**config.mk**
```make
export PLATFORM = sky130hd
export DESIGN_NAME = bloom_age_sweeper
export DESIGN_NICKNAME = d
export VERILOG_FILES = /design/src/rtl/bloom_age_sweeper.sv
export SDC_FILE = /design/constraint.sdc
export NUM_CORES = 1
export LEC_CHECK = 0
export ABC_AREA = 1
export BUFFER_PORTS_ARGS = -buffer_cell sky130_fd_sc_hd__buf_4
export CORE_MARGIN = 5
export CORE_UTILIZATION = 40
export CTS_CLUSTER_DIAMETER = 40
export DETAILED_ROUTE_END_ITERATION = 6
export HOLD_SLACK_MARGIN = 0.02
export PLACE_DENSITY_LB_ADDON = 0.08
export SETUP_SLACK_MARGIN = 0.2
export SKIP_LAST_GASP = 1
export SLEW_MARGIN = 25
export SYNTH_ARGS = -nofsm -noshare
export SYNTH_HDL_FRONTEND = slang
export SYNTH_SLANG_ARGS = --single-unit
```
**constraint.sdc**
```tcl
create_clock -name clk -period 11.7 [get_ports clk]
set_input_delay 1.17 -clock clk [delete_from_list [all_inputs] [get_ports clk]]
set_output_delay 1.17 -clock clk [all_outputs]
set_load 0.05 [all_outputs]
```
**src/rtl/bloom_age_sweeper.sv**
```systemverilog
// Bloom filter aging sweeper: read, right-shift by SHIFT_AMT, write back each word of a region; optional rd_vld watchdog via BLOOM_SWEEP_TIMEOUT_EN.
// Per word: read ack + read pipeline + 1 capture + write ack + 1; requests stay low while enable=0 and drop on their own ack.
module bloom_age_sweeper #(
    parameter int SRAM_ADDR_WIDTH = 19,
    parameter int SRAM_DATA_WIDTH = 72,
    parameter int BASE_ADDR       = 0,
    parameter int NUM_WORDS       = 1024,
    parameter int SHIFT_AMT       = 1,
    parameter int PERIOD_WIDTH    = 32,
    parameter int TIMEOUT         = 16
) (
    input  logic                       clk,
    input  logic                       reset,
    input  logic                       enable,
    input  logic [PERIOD_WIDTH-1:0]    sweep_period,
    input  logic                       sweep_start,
    output logic                       rd_req,
    output logic [SRAM_ADDR_WIDTH-1:0] rd_addr,
    input  logic                       rd_ack,
    input  logic                       rd_vld,
    input  logic [SRAM_DATA_WIDTH-1:0] rd_data,
    output logic                       wr_req,
    output logic [SRAM_ADDR_WIDTH-1:0] wr_addr,
    output logic [SRAM_DATA_WIDTH-1:0] wr_data,
    input  logic                       wr_ack,
    output logic                       busy,
    output logic                       sweep_done,
    output logic [31:0]                sweep_count,
    output logic                       timeout_err
);

    typedef enum logic [2:0] {
        IDLE,
        RD_REQ,
        RD_WAIT,
        WR_REQ,
        NEXT
    } state_t;

    localparam logic [SRAM_ADDR_WIDTH-1:0] FIRST_ADDR = SRAM_ADDR_WIDTH'(BASE_ADDR);
    localparam logic [SRAM_ADDR_WIDTH-1:0] LAST_ADDR  = SRAM_ADDR_WIDTH'(BASE_ADDR + NUM_WORDS - 1);

    state_t                      state_q, state_d;
    logic [SRAM_ADDR_WIDTH-1:0]  addr_q, addr_d;
    logic [SRAM_DATA_WIDTH-1:0]  data_q, data_d;
    logic [PERIOD_WIDTH-1:0]     timer_q, timer_d;
    logic                        pending_q, pending_d;
    logic [31:0]                 count_q, count_d;
    logic                        timer_fire;
    logic                        consume;
    logic                        done;
    logic                        wd_expire;

    // Period timer: a shrunken period that the timer already passed just restarts it.
    always_comb begin
        timer_d    = timer_q;
        timer_fire = 1'b0;
        if (sweep_period == '0) begin
            timer_d = '0;
        end else if (timer_q >= sweep_period) begin
            timer_d = '0;
        end else if (enable) begin
            if (timer_q == sweep_period - PERIOD_WIDTH'(1)) begin
                timer_d    = '0;
                timer_fire = 1'b1;
            end else begin
                timer_d = timer_q + PERIOD_WIDTH'(1);
            end
        end
    end

    assign consume = (state_q == IDLE) && pending_q && enable;

    // A trigger landing on the consume cycle is kept, so it becomes the follow-up sweep.
    always_comb begin
        pending_d = pending_q;
        if (wd_expire) begin
            pending_d = 1'b0;
        end else if (sweep_start || timer_fire) begin
            pending_d = 1'b1;
        end else if (consume) begin
            pending_d = 1'b0;
        end
    end

    always_comb begin
        state_d = state_q;
        addr_d  = addr_q;
        data_d  = data_q;
        count_d = count_q;
        rd_req  = 1'b0;
        wr_req  = 1'b0;
        done    = 1'b0;
        case (state_q)
            IDLE: begin
                if (consume) begin
                    addr_d  = FIRST_ADDR;
                    state_d = RD_REQ;
                end
            end
            RD_REQ: begin
                rd_req = enable & ~rd_ack;
                if (enable && rd_ack) begin
                    state_d = RD_WAIT;
                end
            end
            RD_WAIT: begin
                if (rd_vld) begin
                    data_d  = rd_data >> SHIFT_AMT;
                    state_d = WR_REQ;
                end else if (wd_expire) begin
                    state_d = IDLE;
                end
            end
            WR_REQ: begin
                wr_req = enable & ~wr_ack;
                if (enable && wr_ack) begin
                    state_d = NEXT;
                end
            end
            NEXT: begin
                if (enable) begin
                    if (addr_q == LAST_ADDR) begin
                        done    = 1'b1;
                        count_d = count_q + 32'd1;
                        state_d = IDLE;
                    end else begin
                        addr_d  = addr_q + SRAM_ADDR_WIDTH'(1);
                        state_d = RD_REQ;
                    end
                end
            end
            default: state_d = IDLE;
        endcase
    end

    always_ff @(posedge clk or posedge reset) begin
        if (reset) begin
            state_q   <= IDLE;
            addr_q    <= FIRST_ADDR;
            data_q    <= '0;
            timer_q   <= '0;
            pending_q <= 1'b0;
            count_q   <= '0;
        end else begin
            state_q   <= state_d;
            addr_q    <= addr_d;
            data_q    <= data_d;
            timer_q   <= timer_d;
            pending_q <= pending_d;
            count_q   <= count_d;
        end
    end

`ifdef BLOOM_SWEEP_TIMEOUT_EN
    localparam int WD_W = $clog2(TIMEOUT + 1);

    logic [WD_W-1:0] wd_q, wd_d;
    logic            err_q, err_d;

    always_comb begin
        wd_d      = '0;
        wd_expire = 1'b0;
        if (state_q == RD_WAIT && !rd_vld) begin
            if (wd_q == WD_W'(TIMEOUT - 1)) begin
                wd_expire = 1'b1;
            end else begin
                wd_d = wd_q + WD_W'(1);
            end
        end
        err_d = err_q | wd_expire;
    end

    always_ff @(posedge clk or posedge reset) begin
        if (reset) begin
            wd_q  <= '0;
            err_q <= 1'b0;
        end else begin
            wd_q  <= wd_d;
            err_q <= err_d;
        end
    end

    assign timeout_err = err_q;
`else
    assign wd_expire   = 1'b0;
    assign timeout_err = 1'b0;
`endif

    // Address/data buses are zero outside their request states so reset leaves every output at 0.
    assign rd_addr     = (state_q == RD_REQ) ? addr_q : '0;
    assign wr_addr     = (state_q == WR_REQ) ? addr_q : '0;
    assign wr_data     = (state_q == WR_REQ) ? data_q : '0;
    assign busy        = (state_q != IDLE);
    assign sweep_done  = done;
    assign sweep_count = count_q;

endmodule

```
==> summary.md, run 1 <==
| Metric | Value |
|---|---|
| Status | `finished, final reports clean` |
| CTS buffer count | `17` |
| Worst-Margin Slew | `roughly 0.97 ns` |
| Predominant post-synthesis flop cell | `dfrtp_1` |
| Initial core utilization | `40.3%` |
| Final non-filler cell area | `roughly 14000 sq um` |
| Reg2reg start | `timer_q[27]$_DFFE_PP0P_` |
| Area grow syn2layout | `25.3%` |
| Sequential area share after synthesis | `around 36%` |
| Final setup violation count | `0` |
| Non-Filler Instances | `~2.3k` |
| Hold/Removal Path Class | `flop to flop` |
| Setup Buffers After CTS | `0` |
| Mapped Cells | `1636` |
| Netlist Area Pre-Place | `about 11000 sq um` |
| Synth unique cells | `46` |
| Hold Path End | `addr_q[2]$_DFFE_PP0P_` |
| Leak | `slightly above 7 nW` |
| Placed wire-length estimate | `25900 um` |
| Die width | `177 um` |
| Die Area | `about 31000 sq um` |
| Relative max-transition margin | `35.5%` |
| R2R cell count | `10` |
| Post-DRT Antenna Nets | `0` |
| CTS max path bufs | `2` |
| Hold_ws | `0.485 ns` |
| Worst R2R End | `timer_q[15]$_DFFE_PP0P_` |
| I/O pins | `between 200 and 300` |
| Residual DRC | `0` |
| Placed insts | `2222` |
| Setup crit end kind | `output port` |
| Register-to-register setup slack | `between 8 and 9 ns` |
| Synth warn | `0` |
| Vias in the first global route | `~11k` |
| Initial antenna violation count | `1` |
| Layout cells sized above 1 | `between 10% and 20%` |
| Minimum clock period | `around 3.9 ns` |
| Syn Area/Cell | `slightly below 7 sq um` |
| Critical path required time | `about 11 ns` |
| Hold buffer count at cts | `0` |
| Hold-critical path depth | `1` |
| All-layer global routing usage | `between 20% and 30%` |
| CP arrival | `~2.7 ns` |
| Diodes inserted | `0` |
| Max-cap violations | `0` |
| Vias | `~11k` |
| CTS tree | `yes` |
| Total core area | `around 28000 sq um` |
| Final Max Slew Viols | `0` |
| Clock Latency Late Sink | `around 0.44 ns` |
| RD Place Congestion | `about 0.9` |
| Crit path kind | `input port to output port` |
| FMAX | `~260 MHz` |
| Final-report hold violation count | `0` |
| Port-buffer cells | `254` |
| Grt ovf | `0` |
| VDD IR-drop max | `approximately 0.00015 V` |
| DRT Wirelength | `33500 um` |
| Die H | `between 150 and 200 um` |
| Fill count | `between 2k and 3k` |
| Hold path start | `addr_q[2]$_DFFE_PP0P_` |
| Largest net degree at the start of global routing | `104` |
| EDFF count, synth | `0` |
| Root Driver | `clkbuf_16` |
| Place WS | `between 7 and 8 ns` |
| Post-place instance area | `about 13000 sq um` |
| Number of H-tree levels | `4` |
| Crit-path max FO | `34` |
| #FFs+latches synth | `around 160` |
| Asr flop ratio synth | `between 90% and 100%` |
| Row count | `just over 60` |
| Iteration-0 DRC Markers | `about 850` |
| RSZ-0062 raised after global routing | `false` |
| Post-route setup slack | `roughly 8 ns` |
| DRT Pass-1 Iters | `7` |
| DR vias/cell | `4.91` |
| PD cells | `181 nW/um^2` |
| Clock Sinks | `between 150 and 200` |
| Post-DR wirelength/cell | `approximately 15 um` |
| First-pass GRT wire length | `roughly 55000 um` |
| Worst Skew | `between 0.015 and 0.02 ns` |
| Startpoint Class | `input port` |
| Resize count post-CTS | `0` |
| Clock transition at the registers of the reported paths | `0.08 ns` |
| Nets | `~2k` |
| Setup Total Neg Slack | `0 ns` |
| Fin crit share | `between 30% and 40%` |
-- metrics by stage --
| stage | total power, mW | util [%] |
|---|---|---|
| 2_1_floorplan | 1.60 | - |
| 3_3_place_gp | 1.97 | 48.3 |
| 3_5_place_dp | 1.98 | 48.3 |
| 4_1_cts | 2.55 | 50.4 |
| 5_1_grt | 2.68 | 50.4 |
| 6_report | 2.53 | 50.4 |
-- flip-flops by register name, indices dropped and copies added (netlist names) --
| signal | cells |
|---|---|
| data_q | 71 |
| sweep_count | 32 |
| timer_q | 32 |
| addr_q | 19 |
| state_q | 3 |
| pending_q | 1 |
-- metal layers --
metal	vias to the layer above	global-route usage, %	wire length (um)
met4	2	3.93	323
met2	298	35.0	15500
met3	26	6.64	2640
met1	5090	28.5	15000
met5	-	0	20
li1	5651	-	-
-- worst max-delay path by stage --
stage                start                    end  slack (ns)  cells past startpoint
floorplan            reset  addr_q[0]$_DFFE_PP0P_        6.27                      1
global placement    enable             sweep_done        7.81                      5
detailed placement  enable             sweep_done        7.79                      5
CTS                 enable             sweep_done        7.77                      5
global route        enable             sweep_done        7.69                      5
finish              enable             sweep_done        7.82                      5
-- critical path: stages --
cell and delay [ns]:
buf_4 0.24, clkinv_1 0.38, nor3_4 0.27, buf_4 0.35
buf_4 0.27
-- layout make-up --
type	count	area (sq um)	share of cell area, %
clock inverters	15	163	1.17
multi-input cells	1189	6080	43.6
repair buffers	258	1940	13.9
well taps	378	473	3.39
inverters	239	902	6.47
flip-flops and latches	158	3950	28.4
clock buffers	17	425	3.05
-- where the power goes --
part | internal [mW] | switching [mW] | total (mW)
logic | 0.334 | 0.891 | 1.22
clock network | 0.289 | 0.279 | 0.567
registers | 0.675 | 0.0596 | 0.735
-- Yosys cell counts (3+ instances only) --
master    number  share of area [%]
a21oi_1      109                4.9
a31oi_1        5               0.28
buf_1          3               0.10
buf_2          8               0.36
clkbuf_1      36                1.2
dfrtp_1      158                 36
ha_1          36                4.0
inv_1        230                7.8
inv_2          7               0.24
mux2_2         3               0.30
nand2_1      324                 11
nand2_2        6               0.34
nand2_4        3               0.30
nand3_1       70                3.1
nand3b_1       4               0.27
nand4_1       53                3.0
nor2_1       333                 11
nor2_2         9               0.51
nor2_4        10                1.0
nor3_1        36                1.6
nor3_2         4               0.36
nor4_1        21                1.2
o21ai_0       37                1.7
o21ai_1       14               0.63
o21bai_1       3               0.20
o31ai_1        5               0.34
xnor2_1       31                2.4
xor2_1        51                4.0
-- logic make-up (layout without fill, tap and decap cells) --
logic type,Yosys count,in the layout,share of synthesized area [%]
adders and majority gates,36,36,4.05
other,1,2,0.0337
AOI/OAI and AO/OA,182,182,8.64
and+or+nand+nor,883,883,34.8
buffers and inverters,290,529,10.1
DFF,158,158,35.5
xor gates and xnor gates,83,83,6.60
muxes,3,3,0.304
-- cell usage in the layout (no fill, tap or decap), types with 3 or more instances in the layout --
master     count
nor2_1       333
nand2_1      322
buf_4        257
inv_1        229
dfrtp_1      158
a21oi_1      109
nand3_1       70
nand4_1       53
xor2_1        51
o21ai_0       37
nor3_1        36
ha_1          36
xnor2_1       31
nor4_1        21
clkbuf_16     17
o21ai_1       14
nor2_4        10
nor2_2         9
inv_2          7
nand2_2        6
a31oi_1        5
o31ai_1        5
inv_6          5
inv_8          5
nand3b_1       4
nand2_4        4
nor3_2         4
o21bai_1       3
mux2_2         3
Power figures use the tool's default switching activity.
==> inputs of run 2 (changes only) <==
Clock period 11.7 ns to 3.3 ns, I/O delays scaled along.
==> summary.md, run 2 (synthesis results as in run 1) <==
| Metric | Value |
|---|---|
| Status | `finished, final reports clean` |
| Final setup violation count | `0` |
| Setup Total Neg Slack | `0 ns` |
| Max-cap violations | `0` |
| Post-DR wirelength/cell | `approximately 15 um` |
| Startpoint Class | `flop` |
| RSZ-0062 raised after global routing | `false` |
| Vias | `approximately 11k` |
| Number of H-tree levels | `4` |
| DRT Wirelength | `roughly 35000 um` |
| Reg2reg start | `timer_q[31]$_DFFE_PP0P_` |
| Fin crit share | `between 80% and 90%` |
| Minimum clock period | `~2.9 ns` |
| Vias in the first global route | `11.0k` |
| Die H | `177 um` |
| Diodes inserted | `0` |
| All-layer global routing usage | `22.4%` |
| Port-buffer cells | `254` |
| Placed wire-length estimate | `around 27000 um` |
| Hold buffer count at cts | `1` |
| Final non-filler cell area | `14200 sq um` |
| VDD IR-drop max | `between 0.0006 and 0.0007 V` |
| Layout cells sized above 1 | `18.9%` |
| R2R cell count | `10` |
| Residual DRC | `0` |
| Register area | `3950 sq um` |
| Post-DRT Antenna Nets | `0` |
| Row count | `61` |
| Setup Buffers After CTS | `0` |
| Largest net degree at the start of global routing | `108` |
| Crit path kind | `flop to output port` |
| Post-place instance area | `roughly 14000 sq um` |
| Resize count post-CTS | `0` |
| Root Driver | `clkbuf_16` |
| Multi-input gate area | `6070 sq um` |
| CP arrival | `approximately 2.6 ns` |
| WP buf/inv | `3` |
| Worst-path cell chain | `ha_1 -> inv_1 -> nor3_2 -> inv_1 -> nor3_2 -> nand2_1 -> nor3_4 -> buf_4` |
| Largest Register | `data_q` |
| Clock Sinks | `between 150 and 200` |
| CTS buffer count | `17` |
| First-pass GRT wire length | `between 50000 and 60000 um` |
| Iteration-0 DRC Markers | `827` |
| Critical path launch point | `addr_q[0]$_DFFE_PP0P_` |
| Commonest cells after routing, fill and taps aside | `nor2_1 (333), nand2_1 (322), buf_4 (273)` |
| RD Place Congestion | `~0.9` |
| Worst R2R End | `timer_q[3]$_DFFE_PP0P_` |
| Worst Skew | `about 0.021 ns` |
| Die width | `approximately 180 um` |
| FMAX | `approximately 340 MHz` |
| Nets | `roughly 2.0k` |
| Relative max-transition margin | `between 50 and 60%` |
| CP top delay family | `simple AND/OR/NAND/NOR gates` |
| Crit-path max FO | `11` |
| Final-report hold violation count | `0` |
| Number of flip-flops in the largest register | `slightly above 70` |
| Clock Latency Late Sink | `between 0.4 and 0.5 ns` |
| I/O pins | `258` |
| Worst-Margin Slew | `approximately 0.65 ns` |
| CP Capture Point | `sweep_done` |
| DRT Pass-1 Iters | `5` |
| Slowest stage delay, CP | `about 0.44 ns` |
| Final Max Slew Viols | `0` |
| Hold/Removal Path Class | `input port to flop` |
| Critical path required time | `between 2 and 3 ns` |
| Fill count | `between 2k and 3k` |
| CTS tree | `yes` |
| Area grow syn2layout | `27.4%` |
| Cell depth of the worst setup path | `8` |
| Initial antenna violation count | `1` |
| Total core area | `27600 sq um` |
| Die Area | `about 31000 sq um` |
| Leak | `7.21 nW` |
| Most common cell after layout, fill and taps aside | `nor2_1` |
| Clock transition at the registers of the reported paths | `0.08 ns` |
| PD cells | `approximately 650 nW/um^2` |
| Register-to-register setup slack | `0.49 ns` |
| DR vias/cell | `just under 5` |
| Initial core utilization | `between 40% and 50%` |
| Setup crit end kind | `output port` |
| Grt ovf | `0` |
| Worst path slowest cell | `nor3_4` |
| CTS max path bufs | `2` |
## run 2: changes by cell type in the layout (fill, tap and decap cells not counted), moves of 2 or more
cell / before / now
clkinvlp_4: 0 / 2
bufinv_16: 0 / 4
buf_12: 0 / 3
buf_4: 257 / 273
inv_6: 5 / 3
## run 2: layout make-up
type | count | area share (%)
clock buffer | 18 | 3.03
clock inverter | 14 | 1.58
inverter | 239 | 6.36
multi-input combinational | 1189 | 42.8
sequential | 158 | 27.9
tap | 378 | 3.34
timing repair buffer | 277 | 15.0
## run 2: how the worst min path moves through the flow
stage | startpoint | depth (start not counted) | end
6_report | sweep_start | 3 | pending_q$_DFFE_PP0P_
5_1_grt | sweep_start | 3 | pending_q$_DFFE_PP0P_
4_1_cts | sweep_start | 3 | pending_q$_DFFE_PP0P_
3_5_place_dp | reset | 2 | sweep_count[11]$_DFFE_PP0P_
3_3_place_gp | reset | 2 | sweep_count[11]$_DFFE_PP0P_
2_1_floorplan | sweep_start | 2 | pending_q$_DFFE_PP0P_
## run 2: per-layer routing
layer / vias to the layer above / global-route usage [%] / share of wire, %
met5: - / 0 / 0.023
met2: 366 / 35.2 / 45
met4: 2 / 6.16 / 2.0
met3: 40 / 7.33 / 8.4
li1: 5699 / - / -
met1: 5116 / 29.7 / 45
## run 2: power by group
part / total [mW] / internal, mW / switching [mW]
combinational: 4.40 / 1.22 / 3.18
sequential: 2.60 / 2.39 / 0.210
clock: 2.24 / 1.31 / 0.934
total: 9.24 / 4.92 / 4.32
## run 2: worst reg2reg max path, stage by stage, from the launching register on
cell,delay [ns]
dfrtp_1,0.46
ha_1,0.33
nand2_1,0.07
nor2_1,0.23
nand2_1,0.09
nor4_1,0.36
nand4_1,0.22
nand3_1,0.19
nor2_1,0.16
o21ai_1,0.38
o21ai_0,0.18
## run 2: per-stage QoR
step | util, % | power (mW) | hold WS, ns | setup slack (ns) | std cells
after detailed placement | 48.9 | 7.07 | 0.431 | 0.425 | 2240
after global routing | 51.3 | 9.83 | 0.110 | 0.204 | 2273
final | 51.3 | 9.24 | 0.106 | 0.388 | 2273
after global placement | 48.9 | 7.03 | 0.428 | 0.419 | 2240
after floorplan | - | 5.69 | 0.433 | 0.969 | 1637
after CTS | 51.3 | 9.34 | 0.0819 | 0.371 | 2273
